## src/rtl/mem_ctrl.sv

```systemverilog
// mem_ctrl: arbiter and byte sequencer for the shared byte-wide RAM/IO port.
// Serves 64-byte fetch reads and 1/2/4-byte load/store accesses, one at a time.
module mem_ctrl (
    input  logic         clk,
    input  logic         rst,
    input  logic         rdy,
    input  logic [7:0]   mem_din,
    output logic [7:0]   mem_dout,
    output logic [31:0]  mem_a,
    output logic         mem_wr,
    input  logic         io_buffer_full,
    input  logic         if_en,
    input  logic [31:0]  if_pc,
    output logic         if_done,
    output logic [511:0] if_data,
    input  logic         lsb_en,
    input  logic         lsb_wr,
    input  logic [31:0]  lsb_addr,
    input  logic [1:0]   lsb_len,
    input  logic [31:0]  lsb_wdata,
    output logic         lsb_done,
    output logic [31:0]  lsb_rdata,
    input  logic         rob_clear
);
    localparam logic [1:0] IDLE = 2'd0, IF_READ = 2'd1, LS_READ = 2'd2, LS_WRITE = 2'd3;
    logic [1:0]   state_q, state_d;
    logic [6:0]   cnt_q, cnt_d, len_q, len_d;
    logic [31:0]  base_q, base_d, wdata_q, wdata_d, mem_a_q, mem_a_d;
    logic         last_grant_q, last_grant_d, mem_wr_q, mem_wr_d;
    logic [7:0]   mem_dout_q, mem_dout_d;
    logic         if_done_q, if_done_d, lsb_done_q, lsb_done_d;
    logic [511:0] if_data_q, if_data_d;
    logic [31:0]  lsb_rdata_q, lsb_rdata_d;
    logic [6:0]   n_ls;
    logic [5:0]   idx;
    logic         free, gnt_ls, gnt_if;
    logic [31:0]  a_next, a_wr;
    // No grant while a done pulse is up: the requester is dropping en on that edge.
    assign free   = ~if_done_q & ~lsb_done_q;
    assign gnt_ls = free & lsb_en & ~rob_clear & (~if_en | ~last_grant_q);
    assign gnt_if = free & if_en & ~gnt_ls;
    assign n_ls   = lsb_len[1] ? 7'd4 : lsb_len[0] ? 7'd2 : 7'd1;
    assign idx    = 6'(cnt_q - 7'd1);
    assign a_next = base_q + 32'(cnt_q) + 32'd1;
    assign a_wr   = base_q + 32'(cnt_q);
    always_comb begin
        state_d      = state_q;
        cnt_d        = cnt_q;
        len_d        = len_q;
        base_d       = base_q;
        wdata_d      = wdata_q;
        last_grant_d = last_grant_q;
        mem_a_d      = '0;
        mem_wr_d     = 1'b0;
        mem_dout_d   = mem_dout_q;
        if_done_d    = 1'b0;
        lsb_done_d   = 1'b0;
        if_data_d    = if_data_q;
        lsb_rdata_d  = lsb_rdata_q;
        case (state_q)
            IDLE: begin
                if (gnt_if) begin
                    state_d      = IF_READ;
                    last_grant_d = 1'b0;
                    cnt_d        = '0;
                    len_d        = 7'd64;
                    base_d       = if_pc;
                    mem_a_d      = if_pc;
                end else if (gnt_ls) begin
                    last_grant_d = 1'b1;
                    cnt_d        = '0;
                    len_d        = n_ls;
                    base_d       = lsb_addr;
                    wdata_d      = lsb_wdata;
                    if (!lsb_wr) begin
                        state_d     = LS_READ;
                        lsb_rdata_d = '0;
                        mem_a_d     = lsb_addr;
                    end else begin
                        state_d = LS_WRITE;
                        if (!(lsb_addr[17:16] == 2'b11 && io_buffer_full)) begin
                            mem_wr_d   = 1'b1;
                            mem_a_d    = lsb_addr;
                            mem_dout_d = lsb_wdata[7:0];
                            cnt_d      = 7'd1;
                        end
                    end
                end
            end
            IF_READ, LS_READ: begin
                if (state_q == LS_READ && rob_clear) begin
                    state_d     = IDLE;
                    lsb_rdata_d = '0;
                end else begin
                    cnt_d = cnt_q + 7'd1;
                    if (cnt_q + 7'd1 < len_q) mem_a_d = a_next;
                    // Data returns one cycle after its address, so byte cnt-1 lands now.
                    if (cnt_q != 7'd0) begin
                        if (state_q == IF_READ) if_data_d[{idx, 3'b000} +: 8] = mem_din;
                        else lsb_rdata_d[{idx[1:0], 3'b000} +: 8] = mem_din;
                    end
                    if (cnt_q == len_q) begin
                        state_d    = IDLE;
                        if_done_d  = state_q == IF_READ;
                        lsb_done_d = state_q == LS_READ;
                    end
                end
            end
            LS_WRITE: begin
                if (cnt_q == len_q) begin
                    state_d    = IDLE;
                    lsb_done_d = 1'b1;
                end else if (!(a_wr[17:16] == 2'b11 && io_buffer_full)) begin
                    mem_wr_d   = 1'b1;
                    mem_a_d    = a_wr;
                    mem_dout_d = wdata_q[{cnt_q[1:0], 3'b000} +: 8];
                    cnt_d      = cnt_q + 7'd1;
                end
            end
            default: state_d = IDLE;
        endcase
    end
    always_ff @(posedge clk) begin
        if (rst) begin
            state_q      <= IDLE;
            cnt_q        <= '0;
            len_q        <= '0;
            base_q       <= '0;
            wdata_q      <= '0;
            last_grant_q <= 1'b1;
            mem_a_q      <= '0;
            mem_wr_q     <= 1'b0;
            mem_dout_q   <= '0;
            if_done_q    <= 1'b0;
            lsb_done_q   <= 1'b0;
            if_data_q    <= '0;
            lsb_rdata_q  <= '0;
        end else if (rdy) begin
            state_q      <= state_d;
            cnt_q        <= cnt_d;
            len_q        <= len_d;
            base_q       <= base_d;
            wdata_q      <= wdata_d;
            last_grant_q <= last_grant_d;
            mem_a_q      <= mem_a_d;
            mem_wr_q     <= mem_wr_d;
            mem_dout_q   <= mem_dout_d;
            if_done_q    <= if_done_d;
            lsb_done_q   <= lsb_done_d;
            if_data_q    <= if_data_d;
            lsb_rdata_q  <= lsb_rdata_d;
        end
    end
    assign mem_a     = mem_a_q;
    assign mem_wr    = mem_wr_q;
    assign mem_dout  = mem_dout_q;
    assign if_done   = if_done_q;
    assign lsb_done  = lsb_done_q;
    assign if_data   = if_data_q;
    assign lsb_rdata = lsb_rdata_q;
endmodule

```

## config.mk

```make
export PLATFORM = sky130hd
export DESIGN_NAME = mem_ctrl
export DESIGN_NICKNAME = d
export VERILOG_FILES = /design/src/rtl/mem_ctrl.sv
export SDC_FILE = /design/constraint.sdc
export NUM_CORES = 1
export LEC_CHECK = 0
export CAP_MARGIN = 20
export CORE_AREA = 2 2 277 279
export CTS_CLUSTER_SIZE = 16
export DETAILED_ROUTE_END_ITERATION = 10
export DIE_AREA = 0 0 279 281
export PLACE_DENSITY = 0.73
export REMOVE_ABC_BUFFERS = 1
export SYNTH_ARGS = -nofsm -noshare
export SYNTH_HDL_FRONTEND = slang
export SYNTH_SLANG_ARGS = --single-unit
```

## constraint.sdc

```tcl
create_clock -name clk -period 4.25 [get_ports clk]
set_input_delay 1.275 -clock clk [delete_from_list [all_inputs] [get_ports clk]]
set_output_delay 1.275 -clock clk [all_outputs]
set_load 0.03 [all_outputs]
```

After elaboration in Yosys (flattened, before gate mapping)
Cells that the tools add are included.
{"block": "word_totals", "regBits": 668, "input_bits": 114, "output_inout_bits": 587}
{"block": "op_classes", "n_addsub": 6, "order_cmp": 1, "n_eq_ne": 17, "n_shift": 5, "n_mux": 61, "n_bitwise": 15, "reduce_logical": 16}
{"operator": "bitwise mux 512 bit", "n": 1}
{"operator": "2-to-1 mux 32 bit", "n": 16}
{"operator": "variable shift 8 x 11 -> 512 bit, first input constant", "n": 1}
{"operator": "variable part select 8 x 11 -> 512 bit", "n": 1}
{"operator": "case mux 32 bit (3 select lines)", "n": 1}
{"operator": "case mux 32 bit (2 select lines)", "n": 1}
{"operator": "2-to-1 mux 7 bit", "n": 7}
{"operator": "2-to-1 mux 8 bit", "n": 6}
{"operator": "adder 32 x 1 -> 32 bit, second input constant", "n": 1}
{"operator": "adder 32 x 7 -> 32 bit", "n": 1}
{"operator": "bitwise mux 32 bit", "n": 1}
{"operator": "variable shift 8 x 7 -> 32 bit, first input constant", "n": 1}
{"operator": "variable part select 32 x 6 -> 8 bit", "n": 1}
{"operator": "variable part select 8 x 7 -> 32 bit", "n": 1}
{"operator": "case mux 7 bit (3 select lines)", "n": 1}
{"operator": "2-to-1 mux 1 bit", "n": 17}
{"operator": "inequality test 2 bit, second input constant", "n": 8}
{"operator": "case mux 8 bit (2 select lines)", "n": 1}
{"operator": "negation 9 -> 11 bit", "n": 1}
{"operator": "2-to-1 mux 2 bit", "n": 5}
{"operator": "AND reduction 5 bit", "n": 2}
{"operator": "inequality test 3 bit, second input constant", "n": 3}
{"operator": "== test 2 bit, second input constant", "n": 4}
{"operator": "inverter 1 bit", "n": 8}
{"operator": "21 further kinds", "n": 31}

Depth between registers and ports, before layout
{"block": "logic_depth", "word_depth": 9, "ltp_mapped": 16, "ltp_nobuf": 13}

Worst setup path before layout
Ideal clock, no wire load.
{"block": "synth_timing", "path_type": "register to register", "startpoint": "register cnt_q[0]", "endpoint": "register if_data_q[459], in the netlist if_data[459]", "t_arrival_ps": 4224, "required_time_ps": 4122, "path_slack_ps": -101, "path_stages_with_launch": 15, "n_path_buf": 5, "synth_period_minus_slack_ps": 4351, "path_cell_list": "dfxtp_1 buf_1 clkbuf_1 clkbuf_1 inv_1 ha_1 o31ai_1 nor3b_2 xnor2_1 clkbuf_1 nand3_1 clkbuf_1 nor2_1 mux2i_1 nor2_1"}
{"block": "synth_via", "elab_chain_cells": 4, "word_cells_on_any_way": 7, "cone_classes": "add/sub (2); shift (2); mux (1); reduce/logical (2)"}
{"element": "from (decl)", "line_no": "27", "source": "logic [6:0] cnt_q, cnt_d, len_q, len_d;"}
{"element": "from (signal assigned)", "line_no": "140", "source": "cnt_q <= cnt_d;"}
{"element": "subtractor 6 x 1 -> 6 bit", "line_no": "43", "source": "assign idx = 6'(cnt_q - 7'd1);"}
{"element": "negation 9 -> 11 bit", "line_no": "99", "source": "if (state_q == IF_READ) if_data_d[{idx, 3'b000} +: 8] = mem_din;"}
{"element": "variable part select 8 x 11 -> 512 bit or variable shift 8 x 11 -> 512 bit (tied branches)", "line_no": "99"}
{"element": "bitwise mux 512 bit", "line_no": "99"}
{"element": "to (signal assigned)", "line_no": "150", "source": "if_data_q <= if_data_d;"}
{"element": "to (decl)", "line_no": "32", "source": "logic [511:0] if_data_q, if_data_d;"}
Several ways; a longest one is shown, not always the timed one.
A chain may end at the register's enable or synchronous reset.

Worst setup path in the final report
{"block": "layout_timing", "startpoint": "register cnt_q[1]", "endpoint": "register mem_a_q[7], in the netlist mem_a[7]"}
{"block": "layout_via", "elab_chain_cells": 6, "word_cells_on_any_way": 12, "cone_classes": "add/sub (3); order compare (1); eq/ne (2); mux (5); reduce/logical (1)"}
{"element": "parallel branches: the longest is 5 deep, another holds adder 32 x 7 -> 32 bit"}
{"element": "case mux 32 bit (3 select lines) *", "line_no": "60", "source": "case (state_q)"}
{"element": "to (signal assigned)", "line_no": "145", "source": "mem_a_q <= mem_a_d;"}
{"element": "to (decl)", "line_no": "28", "source": "logic [31:0] base_q, base_d, wdata_q, wdata_d, mem_a_q, mem_a_d;"}
Every way passes the cells marked *.

==> run summary <==
Hold-fix buffers, CTS: 0
Cell taking the most area after synthesis: dfxtp_1
Startpoint Class: flip-flop
Met3 usage: 0.0751
PnR Total Power: 14500 uW
Hold Violations, Final: 0
Post-DP HPWL: 83200 um
Rows: 101
Pins Over Slew Limit: 0
Worst-path clk slew: 60 ps
Post-synthesis area per instance: 8.61 um^2
Largest net degree at the start of global routing: 108
Post-synthesis async set-or-reset flop share: 0
Flop pwr share: 0.440
First-pass GRT wire length: 166000 um
Htree depth: 3
GRT Total Usage: 0.279
Initial antenna violation count: 3
Worst VDD drop: 0.000369 V
Yosys reg bits: 665
Sw Ratio: 0.264
Synth warn: 0
Remaining global-route overflow: 0
CTS max path bufs: 3
Number of synthesized flops with an enable pin: 0
Initial core utilization: 0.373
Cell Area, Synth: 28100 um^2
Min Tclk post-route: 3980 ps
CTS tree: yes
Post-synthesis sequential area ratio: 0.473
Mapped Cells: 3265
Die W: 279 um
Number of max-cap violations: 0
Fin area: 39600 um^2
IO Count: 701
Drt wl/cell: 22.8 um
Post-synth top area share: 0.473
DR vias: 27100
Core ar.: 75400 um^2
Final worst-path cycle share: 0.936
CP arrival: 4500 ps
F_max: 0.251 GHz
GR Util met1: 0.342
Final hold slack: 447 ps
ANT nets after route: 0
Synth top area cells: dfxtp_1, mux2i_1, nor2_1
Fin Clk Skew: 40.4 ps
Internal Power: 10600 uW
Most Crowded Layer GR: met2
Die Span Y: 281 um
P_sw: 3830 uW
CP Capture Type: flip-flop
Placed instance area: 37000 um^2
P&R area growth vs syn: 40.8%
Placer's final routability congestion estimate: 0.970
Clock share of power: 0.464
Post-synth top flop: dfxtp_1
CTS resizes: 0
CTS buffer count: 73
Met2 Track Usage GR: 0.462
CTS sink count: 665
Layout cells sized above 1: 0.0902
Comb power frac: 0.096
Setup Fix Bufs, Post-CTS: 0
DRC: 0
Buffers on Ports: 700
FILL cells: 6764
Final net count: 4124
Vias in the first global route: 25400
Vias per Instance: 5.39
Die ar.: 78400 um^2
Worst-margin pin slew: 945 ps
Power Density: 365 nW/um^2
RSZ-0062 raised after global routing: no
Status: finished clean
CTS root buffer: clkbuf_16
WS Path Type: reg2reg
Netlist cell types: 79
Hold Path Class: reg2reg
Slew margin rel.: 0.370
Crit-path max FO: 15
Pre-Repair DR Iteration Count: 5
Worst skew pair latency: 630 ps
Count of final setup violators: 0
Setup TNS: 0 ps
Initial DRC count: 2083
DRT Wirelength: 115000 um
WP data required: 4770 ps
Lkg Pwr: 0.0134 uW
## synthesized netlist by cell type (all sizes together), types with 4 or more instances
cell,count
a211o,4
a211oi,21
a21o,6
a21oi,259
a221oi,24
a22oi,14
a311oi,19
a31oi,11
a32oi,12
and2,20
and3,8
buf,33
clkbuf,198
dfxtp,665
ha,23
inv,20
mux2i,365
mux4,8
nand2,393
nand2b,11
nand3,218
nand4,31
nand4b,4
nor2,593
nor2b,14
nor3,57
nor3b,7
nor4,15
o211ai,27
o21ai,40
o22ai,11
or3,10
xnor2,39
xor2,26
## final cells by class
| class | count | area [um^2] | share of cell area |
|---|---|---|---|
| tap | 978 | 1220 | 0.0309 |
| antenna | 3 | 7.51 | 0.000190 |
| clock buffer | 97 | 2050 | 0.0517 |
| multi-input combinational | 2349 | 14000 | 0.353 |
| sequential | 665 | 13300 | 0.336 |
| inverter | 20 | 75.1 | 0.00190 |
| clock inverter | 37 | 498 | 0.0126 |
| timing repair buffer | 877 | 8440 | 0.213 |
## cells by family (layout without fill, tap and decap cells)
logic type	count (synthesis)	count (layout)	synth area share
multiplexers	373	373	0.136
other	0	3	0
flip-flops	665	665	0.473
AND/OR/NAND/NOR	1400	1400	0.217
AO/OA/AOI/OAI	487	487	0.108
XOR/XNOR	65	65	0.0202
adder cells (fa/ha/maj)	24	24	0.0109
buffers and inverters	251	1031	0.0340
## power groups by stage
| stage | sequential (uW) | combinational [uW] | clock [uW] |
|---|---|---|---|
| floorplan | 6540 | 551 | 0 |
| finish | 6360 | 1390 | 6710 |
| detailed placement | 6500 | 1370 | 0 |
| global placement | 6500 | 1360 | 0 |
| CTS | 6360 | 1370 | 6820 |
| global route | 6370 | 1480 | 7090 |
## per-layer routing
layer  vias up  part of all wire
li1      12700                 -
met1     12900              0.40
met2      1197              0.47
met3       232             0.086
met4         0             0.040
met5         -                 0
## worst max-delay path, stage by stage, from the launching register on
cell      delay, ps
dfxtp_1         390
inv_1           180
fa_1            510
nand2b_1        220
a211oi_4        340
buf_4           220
o21a_1          130
buf_4           170
a41oi_1         160
a31oi_1         360
nor2_1           80
buf_4           220
a221oi_1        450
a21oi_1         100
buf_4           190
mux2i_1         120
nor2_1           50
## state kept, by name, indices dropped and copies added, names as in the netlist, 2 cells and up
signal,count
mem_dout,8
base_q,32
mem_a,32
lsb_rdata,32
state_q,2
len_q,4
cnt_q,7
wdata_q,32
if_data,512
## worst paths after layout
path / startpoint / endpoint / slack, ps / cells past startpoint
max: cnt_q[1]$_SDFFE_PP0P_ / mem_a[7]$_SDFFE_PP0P_ / 270 / 16
min: if_data[188]$_SDFFE_PP0P_ / if_data[188]$_SDFFE_PP0P_ / 450 / 2
max reg2reg: cnt_q[1]$_SDFFE_PP0P_ / mem_a[7]$_SDFFE_PP0P_ / 270 / 16
min reg2reg: if_data[188]$_SDFFE_PP0P_ / if_data[188]$_SDFFE_PP0P_ / 450 / 2
## through the flow
| stage | utilization | std cells | setup WS (ps) |
|---|---|---|---|
| after global routing | 0.525 | 5026 | 75.9 |
| final | 0.525 | 5026 | 274 |
| after floorplan | - | 3034 | -1200 |
| after detailed placement | 0.490 | 4889 | 114 |
| after global placement | 0.490 | 4889 | 95.3 |
| after CTS | 0.524 | 5023 | 128 |
## cells in the final DEF, fill, tap and decap left out, types with 12 or more instances in the layout
| master | Yosys | layout |
|---|---|---|
| inv_1 | 20 | 20 |
| nand4_1 | 31 | 31 |
| a32oi_1 | 12 | 12 |
| nand2_1 | 393 | 393 |
| mux2i_1 | 365 | 365 |
| a221oi_1 | 24 | 24 |
| xnor2_1 | 39 | 37 |
| nor2_2 | 13 | 18 |
| clkinv_2 | 0 | 18 |
| clkbuf_16 | 0 | 73 |
| nor4_1 | 13 | 13 |
| nand3_1 | 217 | 216 |
| nor2b_1 | 14 | 14 |
| nor2_1 | 580 | 573 |
| a21oi_1 | 258 | 257 |
| a211oi_1 | 19 | 19 |
| clkbuf_8 | 0 | 13 |
| nor3_1 | 56 | 51 |
| a22oi_1 | 14 | 14 |
| xor2_1 | 26 | 24 |
| clkdlybuf4s50_1 | 0 | 699 |
| o211ai_1 | 25 | 25 |
| a311oi_1 | 19 | 19 |
| ha_1 | 23 | 22 |
| and2_1 | 20 | 20 |
| dfxtp_1 | 665 | 664 |
| o21ai_0 | 38 | 38 |
| buf_4 | 0 | 168 |
Power figures use the tool's default switching activity.
